File: src/rtl/rx_block_lock_if.sv
// rx_block_lock_if: header stream in, slip/lock/status out, between gearbox and block-lock controller.
interface rx_block_lock_if;
    logic [1:0] i_rx_header;
    logic       i_rx_valid;
    logic       i_cnt_clear;
    logic       o_slip;
    logic       o_block_lock;
    logic [7:0] o_sh_err_cnt;
    logic [1:0] o_state;
    modport master (
        output i_rx_header, i_rx_valid, i_cnt_clear,
        input  o_slip, o_block_lock, o_sh_err_cnt, o_state
    );
    modport slave (
        input  i_rx_header, i_rx_valid, i_cnt_clear,
        output o_slip, o_block_lock, o_sh_err_cnt, o_state
    );
endinterface

File: src/rtl/rx_block_lock.sv
// rx_block_lock: 64b/66b sync-header block-lock FSM; slips the gearbox until aligned, drops lock on error bursts.
module rx_block_lock #(
    parameter int LOCK_COUNT    = 64,
    parameter int WINDOW        = 1024,
    parameter int INVALID_LIMIT = 16,
    parameter int SLIP_WAIT     = 4
) (
    input logic i_rxc,
    input logic i_reset,
    rx_block_lock_if.slave rx
);
    localparam int SHW = $clog2(LOCK_COUNT) + 1;
    localparam int WNW = $clog2(WINDOW) + 1;
    localparam int IVW = $clog2(INVALID_LIMIT) + 1;
    localparam int WTW = $clog2(SLIP_WAIT) + 1;
    localparam logic [SHW-1:0] SH_LAST  = SHW'(LOCK_COUNT - 1);
    localparam logic [WNW-1:0] WIN_LAST = WNW'(WINDOW - 1);
    localparam logic [IVW-1:0] INV_LAST = IVW'(INVALID_LIMIT - 1);
    localparam logic [WTW-1:0] WT_LAST  = WTW'(SLIP_WAIT - 1);
    typedef enum logic [1:0] {S_HUNT, S_SLIP, S_SLIP_WAIT, S_LOCKED} state_t;
    state_t         state, state_n;
    logic [SHW-1:0] sh_cnt, sh_n;
    logic [WNW-1:0] win_cnt, win_n;
    logic [IVW-1:0] inv_cnt, inv_n;
    logic [WTW-1:0] wait_cnt, wait_n;
    logic [7:0]     err_cnt, err_n;
    logic           slip, block_lock, err_inc;
    logic           qh, bad;
    assign qh  = rx.i_rx_valid;
    assign bad = qh && (rx.i_rx_header[0] == rx.i_rx_header[1]);
    always_comb begin
        state_n = state;
        sh_n    = sh_cnt;
        win_n   = win_cnt;
        inv_n   = inv_cnt;
        wait_n  = wait_cnt;
        err_inc = 1'b0;
        case (state)
            S_HUNT: if (qh) begin
                if (bad) begin
                    sh_n    = '0;
                    state_n = S_SLIP;
                end else if (sh_cnt == SH_LAST) begin
                    state_n = S_LOCKED;
                    win_n   = '0;
                    inv_n   = '0;
                end else
                    sh_n = sh_cnt + SHW'(1);
            end
            S_SLIP: begin
                state_n = S_SLIP_WAIT;
                wait_n  = '0;
            end
            S_SLIP_WAIT: if (qh) begin
                if (wait_cnt == WT_LAST) begin
                    state_n = S_HUNT;
                    sh_n    = '0;
                end else
                    wait_n = wait_cnt + WTW'(1);
            end
            S_LOCKED: if (qh) begin
                win_n   = win_cnt + WNW'(1);
                inv_n   = bad ? inv_cnt + IVW'(1) : inv_cnt;
                err_inc = bad;
                // Loss of lock takes priority over the window rollover.
                if (bad && inv_cnt == INV_LAST)
                    state_n = S_SLIP;
                else if (win_cnt == WIN_LAST) begin
                    win_n = '0;
                    inv_n = '0;
                end
            end
            default: state_n = S_HUNT;
        endcase
        err_n = rx.i_cnt_clear ? 8'd0 : (err_inc && err_cnt != 8'hff) ? err_cnt + 8'd1 : err_cnt;
    end
    always_ff @(posedge i_rxc) begin
        if (i_reset) begin
            state      <= S_HUNT;
            sh_cnt     <= '0;
            win_cnt    <= '0;
            inv_cnt    <= '0;
            wait_cnt   <= '0;
            err_cnt    <= '0;
            slip       <= 1'b0;
            block_lock <= 1'b0;
        end else begin
            state      <= state_n;
            sh_cnt     <= sh_n;
            win_cnt    <= win_n;
            inv_cnt    <= inv_n;
            wait_cnt   <= wait_n;
            err_cnt    <= err_n;
            slip       <= state_n == S_SLIP;
            block_lock <= state_n == S_LOCKED;
        end
    end
    assign rx.o_slip       = slip;
    assign rx.o_block_lock = block_lock;
    assign rx.o_sh_err_cnt = err_cnt;
    assign rx.o_state      = state;
endmodule

File: src/flat_wrapper.sv
// flat-port wrapper written by rule: the top's interface ports become plain ports
module rx_block_lock_flat 
#(
    parameter int LOCK_COUNT    = 64,
    parameter int WINDOW        = 1024,
    parameter int INVALID_LIMIT = 16,
    parameter int SLIP_WAIT     = 4
)
  (i_rxc, i_reset, rx_i_rx_header, rx_i_rx_valid, rx_i_cnt_clear, rx_o_slip, rx_o_block_lock, rx_o_sh_err_cnt, rx_o_state);
  rx_block_lock_if rx_i ();
  input logic i_rxc;
  input logic i_reset;
  input wire logic [$bits(rx_i.i_rx_header)-1:0] rx_i_rx_header;
  input wire logic [$bits(rx_i.i_rx_valid)-1:0] rx_i_rx_valid;
  input wire logic [$bits(rx_i.i_cnt_clear)-1:0] rx_i_cnt_clear;
  output wire logic [$bits(rx_i.o_slip)-1:0] rx_o_slip;
  output wire logic [$bits(rx_i.o_block_lock)-1:0] rx_o_block_lock;
  output wire logic [$bits(rx_i.o_sh_err_cnt)-1:0] rx_o_sh_err_cnt;
  output wire logic [$bits(rx_i.o_state)-1:0] rx_o_state;
  assign rx_i.i_rx_header = rx_i_rx_header;
  assign rx_i.i_rx_valid = rx_i_rx_valid;
  assign rx_i.i_cnt_clear = rx_i_cnt_clear;
  assign rx_o_slip = rx_i.o_slip;
  assign rx_o_block_lock = rx_i.o_block_lock;
  assign rx_o_sh_err_cnt = rx_i.o_sh_err_cnt;
  assign rx_o_state = rx_i.o_state;
  rx_block_lock #(.LOCK_COUNT(LOCK_COUNT), .WINDOW(WINDOW), .INVALID_LIMIT(INVALID_LIMIT), .SLIP_WAIT(SLIP_WAIT)) u_core (.i_rxc(i_rxc), .i_reset(i_reset), .rx(rx_i));
endmodule
File: config.mk
export PLATFORM = sky130hd
export DESIGN_NAME = rx_block_lock_flat
export DESIGN_NICKNAME = d
export VERILOG_FILES = /design/src/rtl/rx_block_lock_if.sv /design/src/rtl/rx_block_lock.sv /design/src/flat_wrapper.sv
export SDC_FILE = /design/constraint.sdc
export NUM_CORES = 1
export LEC_CHECK = 0
export CORE_MARGIN = 2
export CORE_UTILIZATION = 40
export DETAILED_ROUTE_END_ITERATION = 7
export DONT_BUFFER_PORTS = 1
export GPL_TIMING_DRIVEN = 0
export PLACE_DENSITY = 0.68
export SLEW_MARGIN = 20
export SYNTH_ARGS = -nofsm -noshare
export SYNTH_HDL_FRONTEND = slang
export SYNTH_SLANG_ARGS = --single-unit
export TNS_END_PERCENT = 10
File: constraint.sdc
create_clock -name i_rxc -period 1.7 [get_ports i_rxc]
set_input_delay 0.255 -clock i_rxc [delete_from_list [all_inputs] [get_ports i_rxc]]
set_output_delay 0.255 -clock i_rxc [all_outputs]
set_load 0.02 [all_outputs]
==> out/qor.yml, run 1 <==
place:
  portBuffers: 0
  pre_cts_ws_ns: -0.297
  gp_congestion: 0.767
  hpwl_um: 2900
clock_tree:
  path_clk_slew_ns: 0.08
  ctsLongestPathBuffers: 2
  clockRootBuffer: "clkbuf_8"
  cts-buffers-inserted: 5
  insertion_delay_ns: 0.29
  cts_sinks: 38
  cts_tree: "built"
  cts_max_level: 2
  cts_hold_buf: 0
synth:
  ys_ff_latch: 38
  async_reset_ff_share_pct: 0
  yosysTopAreaCell: "dfxtp_1"
  synth_area_leaders: "dfxtp_1, nor2_1, ha_1"
  synth_cell_type_count: 50
  synth_top_area_share_pct: 38.7
  synth_ff_type: "dfxtp_1"
  synth-edff-count: 0
  yosysSeqAreaShare_pct: 38.7
  avgSynthCellArea_sq_um: 8.62
  yosysWarnings: 0
  netlist_area_sq_um: 1960
  syn-instance-count: 228
  synthesis.nets: 241
global_routing:
  grt_usage_pct: 16.3
  grt_overflow: 0
  grt_max_degree: 13
  grt_pass1_wl_um: 6870
  antenna_found_initial: 0
  grt_pass1_vias: 1505
power:
  p_comb_share_pct: 6.3
  power_frac_clock_pct: 39.3
  power.leakage_nw: 0.806
  switching_share_pct: 24.6
  power.total_w: 0.00167
  powerDensity_nw_per_um2: 716
  pwr-share-seq_pct: 54.4
  p_sw_w: 0.000410
  internal-power_w: 0.00126
  peakVddDrop_mv: 0.505
die:
  rows: 25
  initial_core_util_pct: 41.6
  die_h_um: 74.1
  ios: 18
  dieArea_sq_um: 5490
  core_area_sq_um: 4720
  die_x_um: 74.1
run:
  drv_cap: 0
cells_and_area:
  areaGrowthSynthToFinish_pct: 18.9
  seq_area_sq_um: 778
  layout_common_cells: "dfxtp_1, nor2_1, nand2_1, nand3_1, a21oi_1"
  fin_nets: 256
  n_fill_cell: 448
  antenna_cells: 0
  layout_commonest_cell: "dfxtp_1"
  multiInputGateArea_sq_um: 1220
  drive_above_1_share_pct: 22.1
setup_path:
  path_max_fanout: 5
  critPathSlowestCell: "or4_1"
  crit_type: "register to register"
  worstSetupEndpointType: "register"
  cp_data_arrival_time_ns: 2.01
  cp-start-kind: "register"
  critPathMaxStageDelay_ns: 0.41
  crit_required_ns: 1.92
  r2r_slack_ns: -0.09
  crit_chain: "ha_4, and3_4, ha_4, nand2_2, o2111a_2, or4_1, a31oi_1"
  crit_path_frequent_cell: "ha_4"
timing:
  tightest_slew_ns: 0.575
  worst_slack_ns: -0.0930
  setup_tns_ns: -0.332
  max_slew_margin_pct: 61.3
  period_needed_ns: 1.79
  max_freq_mhz: 558
  skew_ns: 0.00827
  final-setup-viol-count: 10
  final-max-slew-violation-count: 0
  rsz0062_at_grt: "yes"
  hold_ws_ns: 0.297
  hold_viol: 0
  min_period_over_period_pct: 105
routing:
  viasPerCell: 5.26
  drc: 0
  wl_met1_um: 1980
  wl_met3_um: 183
  finalWirelength_um: 4190
  wl_per_cell_um: 13.5
  wl_met2_um: 1990
  drtIter0Drc: 85
  drtAntennaViolNets: 0
  num_vias: 1637
  firstDrtPassIters: 4
  highest_layer: "met4"
status:
  status: "complete, but fails checks"
  violations: "setup timing"
worst_hold_path:
  hold_path_class: "input pin to register"
==> worst max-delay path, delay by kind of cell, from the launching register on <==
kind / cells / cell delay (ns)
DFF: 1 / 0.35
adders and majority gates: 2 / 0.27
and+or+nand+nor: 3 / 0.66
AOI/OAI and AO/OA: 2 / 0.44
==> stage by stage <==
stage	std cells	utilization, %	instance area, sq um
after floorplan	228	-	2000
after global placement	295	44.1	2080
after detailed placement	295	44.1	2080
after CTS	311	48.5	2290
after global routing	311	49.4	2330
final	311	49.4	2330
==> flip-flops by register name (all words and copies together) (netlist names) <==
signal and cells:
u_core.inv_cnt 5, u_core.rx.o_block_lock 1, u_core.rx.o_sh_err_cnt 8, u_core.rx.o_slip 1, u_core.rx.o_state 2, u_core.sh_cnt 7, u_core.wait_cnt 3, u_core.win_cnt 11
==> power by group through the flow <==
stage / Clock (W) / Combinational, W / Sequential [W]
2_1_floorplan: 0 / 0.0000750 / 0.000927
3_3_place_gp: 0 / 0.0000947 / 0.000929
3_5_place_dp: 0 / 0.0000950 / 0.000929
4_1_cts: 0.000671 / 0.000101 / 0.000911
5_1_grt: 0.000705 / 0.000116 / 0.000911
6_report: 0.000657 / 0.000105 / 0.000910
==> cell families after synthesis <==
kind of cell	after synthesis	share of synthesized area [%]
and+or+nand+nor	110	29.2
adders and majority gates	7	4.46
AOI/OAI and AO/OA	38	14.5
muxes	4	2.04
xor gates and xnor gates	15	7.07
DFF	38	38.7
buffers and inverters	16	3.95
==> cell type report <==
cell class / count / share of cell area, %
repair buffers: 8 / 2.73
flip-flops and latches: 38 / 33.3
inverters: 8 / 1.29
clock inverters: 2 / 0.536
multi-input cells: 174 / 52.4
clock buffers: 6 / 3.54
plain buffers: 8 / 2.57
well taps: 67 / 3.59
==> path summary, 6_finish.rpt <==
path | cells after the start | from | end
hold reg to reg | 2 | u_core.wait_cnt[1] | u_core.wait_cnt[1]
hold / removal | 3 | rx_i_rx_valid | u_core.win_cnt[2]
setup / recovery | 7 | u_core.inv_cnt[1] | u_core.inv_cnt[3]
setup reg to reg | 7 | u_core.inv_cnt[1] | u_core.inv_cnt[3]
==> repair_timing <==
item	4_1_cts	5_1_grt
gates resized for setup	18	17
endpoints found under the setup margin	24	28
pin swaps	7	8
setup buffers	8	0
==> Yosys cell counts, types with 3 or more instances <==
cell type	instances
buf_2	3
nor3_1	5
xor2_1	10
inv_1	7
nand4_1	7
o21ai_0	6
and3_1	4
mux2i_1	4
nand2_1	21
nor4_1	3
nand3_1	15
a31oi_1	6
dfxtp_1	38
nor2b_1	4
and4_1	4
ha_1	7
a21oi_1	11
nor2_1	30
xnor2_1	4
==> layer usage <==
layer,up-vias,track usage (%)
li1,846,-
met1,756,20.9
met2,30,26.5
met3,5,4.88
met4,0,4.85
met5,-,0
Note: power is estimated with default switching activity, not from simulation.
==> run 2: changes to the inputs <==
--- a/config.mk
+++ b/config.mk
@@ -5,12 +5,12 @@
 export SDC_FILE = /design/constraint.sdc
 export NUM_CORES = 1
 export LEC_CHECK = 0
+export BUFFER_PORTS_ARGS = -buffer_cell sky130_fd_sc_hd__buf_4
 export CORE_MARGIN = 2
 export CORE_UTILIZATION = 40
 export DETAILED_ROUTE_END_ITERATION = 7
-export DONT_BUFFER_PORTS = 1
 export GPL_TIMING_DRIVEN = 0
-export PLACE_DENSITY = 0.68
+export PLACE_DENSITY = 0.72
 export SLEW_MARGIN = 20
 export SYNTH_ARGS = -nofsm -noshare
 export SYNTH_HDL_FRONTEND = slang
==> run 2 against run 1 <==
The run still ends with setup timing left; via count increased by 5.0%; wire length increased by 3.1%; worst setup slack got worse by 0.0093 ns; combinational power increased by 15%; total power increased by 8.0%; sequential share of layout area decreased by 2.0 points; non-clock buffer count increased by 15; critical path depth unchanged; first-iteration DRC count increased by 49%; largest cell class unchanged; largest power group unchanged.
==> out/qor.yml, run 2 (same netlist as run 1, synthesis figures left out) <==
clock_tree:
  cts_hold_buf: 0
  path_clk_slew_ns: 0.08
  ctsLongestPathBuffers: 2
  insertion_delay_ns: 0.30
  cts-buffers-inserted: 5
  cts_sinks: 38
  cts_max_level: 2
  cts_tree: "built"
  clockRootBuffer: "clkbuf_8"
power:
  peakVddDrop_mv: 0.415
  power.leakage_nw: 0.888
  powerDensity_nw_per_um2: 735
  power.total_w: 0.00181
timing:
  tightest_slew_ns: 0.545
  rsz0062_at_grt: "yes"
  hold_viol: 0
  max_freq_mhz: 555
  skew_ns: 0.00612
  min_period_over_period_pct: 106
  worst_slack_ns: -0.102
  final-setup-viol-count: 7
  period_needed_ns: 1.80
  max_slew_margin_pct: 63.7
  final-max-slew-violation-count: 0
status:
  status: "complete, but fails checks"
  violations: "setup timing"
die:
  die_h_um: 74.1
  core_area_sq_um: 4720
  dieArea_sq_um: 5490
  ios: 18
  die_x_um: 74.1
  rows: 25
  initial_core_util_pct: 41.6
routing:
  finalWirelength_um: 4320
  num_vias: 1719
  drtIter0Drc: 127
  firstDrtPassIters: 4
  wl_per_cell_um: 13.2
  drtAntennaViolNets: 0
  viasPerCell: 5.27
  drc: 0
setup_path:
  crit_type: "register to register"
  crit_required_ns: 1.92
  path_max_fanout: 6
  cp_data_arrival_time_ns: 2.03
  cp-start-kind: "register"
  worstSetupEndpointType: "register"
global_routing:
  grt_pass1_wl_um: 7310
  grt_overflow: 0
  grt_pass1_vias: 1618
  grt_usage_pct: 17.2
  grt_max_degree: 14
  antenna_found_initial: 0
cells_and_area:
  layout_commonest_cell: "dfxtp_1"
  largest_register_ffs: 11
  layout_common_cells: "dfxtp_1, nor2_1, buf_4, nand2_1, nand3_1"
  fin_nets: 271
  design_area_sq_um: 2450
  areaGrowthSynthToFinish_pct: 25.0
  n_fill_cell: 444
  fin_util_pct: 52.0
  antenna_cells: 0
  multiInputGateArea_sq_um: 1220
  top_register: "u_core.win_cnt"
  fin_cells: 326
  seq_area_sq_um: 768
  drive_above_1_share_pct: 25.5
place:
  portBuffers: 15
  hpwl_um: 3000
  gp_congestion: 0.807
  placed_cell_area_sq_um: 2190
  dp_cells: 310
worst_hold_path:
  hold_path_class: "input pin to register"
run:
  drv_cap: 0
-- run 2: changes by cell type in the layout (fill, tap and decap cells not counted), sizes merged --
cell and delta:
buf +12, bufinv +1, clkbuf +2, clkinv -1, clkinvlp +1
-- run 2: metrics by stage --
| stage | setup TNS (ns) | worst slack, ns | hold WS [ns] |
|---|---|---|---|
| floorplan | -0.0401 | -0.0229 | 0.452 |
| global route | -1.44 | -0.197 | 0.317 |
| CTS | -0.798 | -0.121 | 0.293 |
| detailed placement | -3.02 | -0.291 | 0.474 |
| finish | -0.476 | -0.102 | 0.304 |
| global placement | -2.51 | -0.282 | 0.464 |
-- run 2: layout make-up --
type	instances	share of cell area, %
Buffer	8	2.40
Clock buffer	5	2.80
Clock inverter	3	1.83
Inverter	8	1.22
Multi-Input combinational cell	174	49.8
Sequential cell	38	31.3
Tap cell	67	3.41
Timing Repair Buffer	23	7.19
-- run 2: critical path: stages, from the launching register on --
cell and delay [ns]:
dfxtp_2 0.36, ha_4 0.13, and3_4 0.19, ha_4 0.14
nand2_4 0.05, o2111a_2 0.31, or4_1 0.40, a31oi_1 0.15
-- run 2: where the power goes --
group / switching, W / total [W] / internal, W / leakage [nW]
registers: 0.00000843 / 0.000907 / 0.000898 / 0.309
clock network: 0.000341 / 0.000778 / 0.000436 / 0.0504
logic: 0.0000769 / 0.000121 / 0.0000443 / 0.529
total: 0.000427 / 0.00181 / 0.00138 / 0.888
-- run 2: final timing paths --
kind,from,endpoint,depth (start not counted),slack (ns)
setup / recovery,u_core.inv_cnt[0],u_core.inv_cnt[3],7,-0.10
hold / removal,rx_i_rx_valid,u_core.win_cnt[1],3,0.30
setup reg to reg,u_core.inv_cnt[0],u_core.inv_cnt[3],7,-0.10
hold reg to reg,u_core.sh_cnt[6],u_core.sh_cnt[6],2,0.48
-- run 2: routing by layer --
metal | track usage [%] | share of wire (%) | vias up
met3 | 3.66 | 4.4 | 11
met1 | 22.3 | 46 | 795
met2 | 26.8 | 46 | 35
li1 | - | - | 878
met5 | 0 | 0 | -
met4 | 9.29 | 3.0 | 0
-- run 2: what timing repair did --
action | 4_1_cts | 5_1_grt
gates resized for setup | 15 | 14
pin swaps | 8 | 8
buffers inserted | 7 | 1
gates cloned | 0 | 0
endpoints found under the hold margin | 0 | 0
endpoints found under the setup margin | 21 | 32
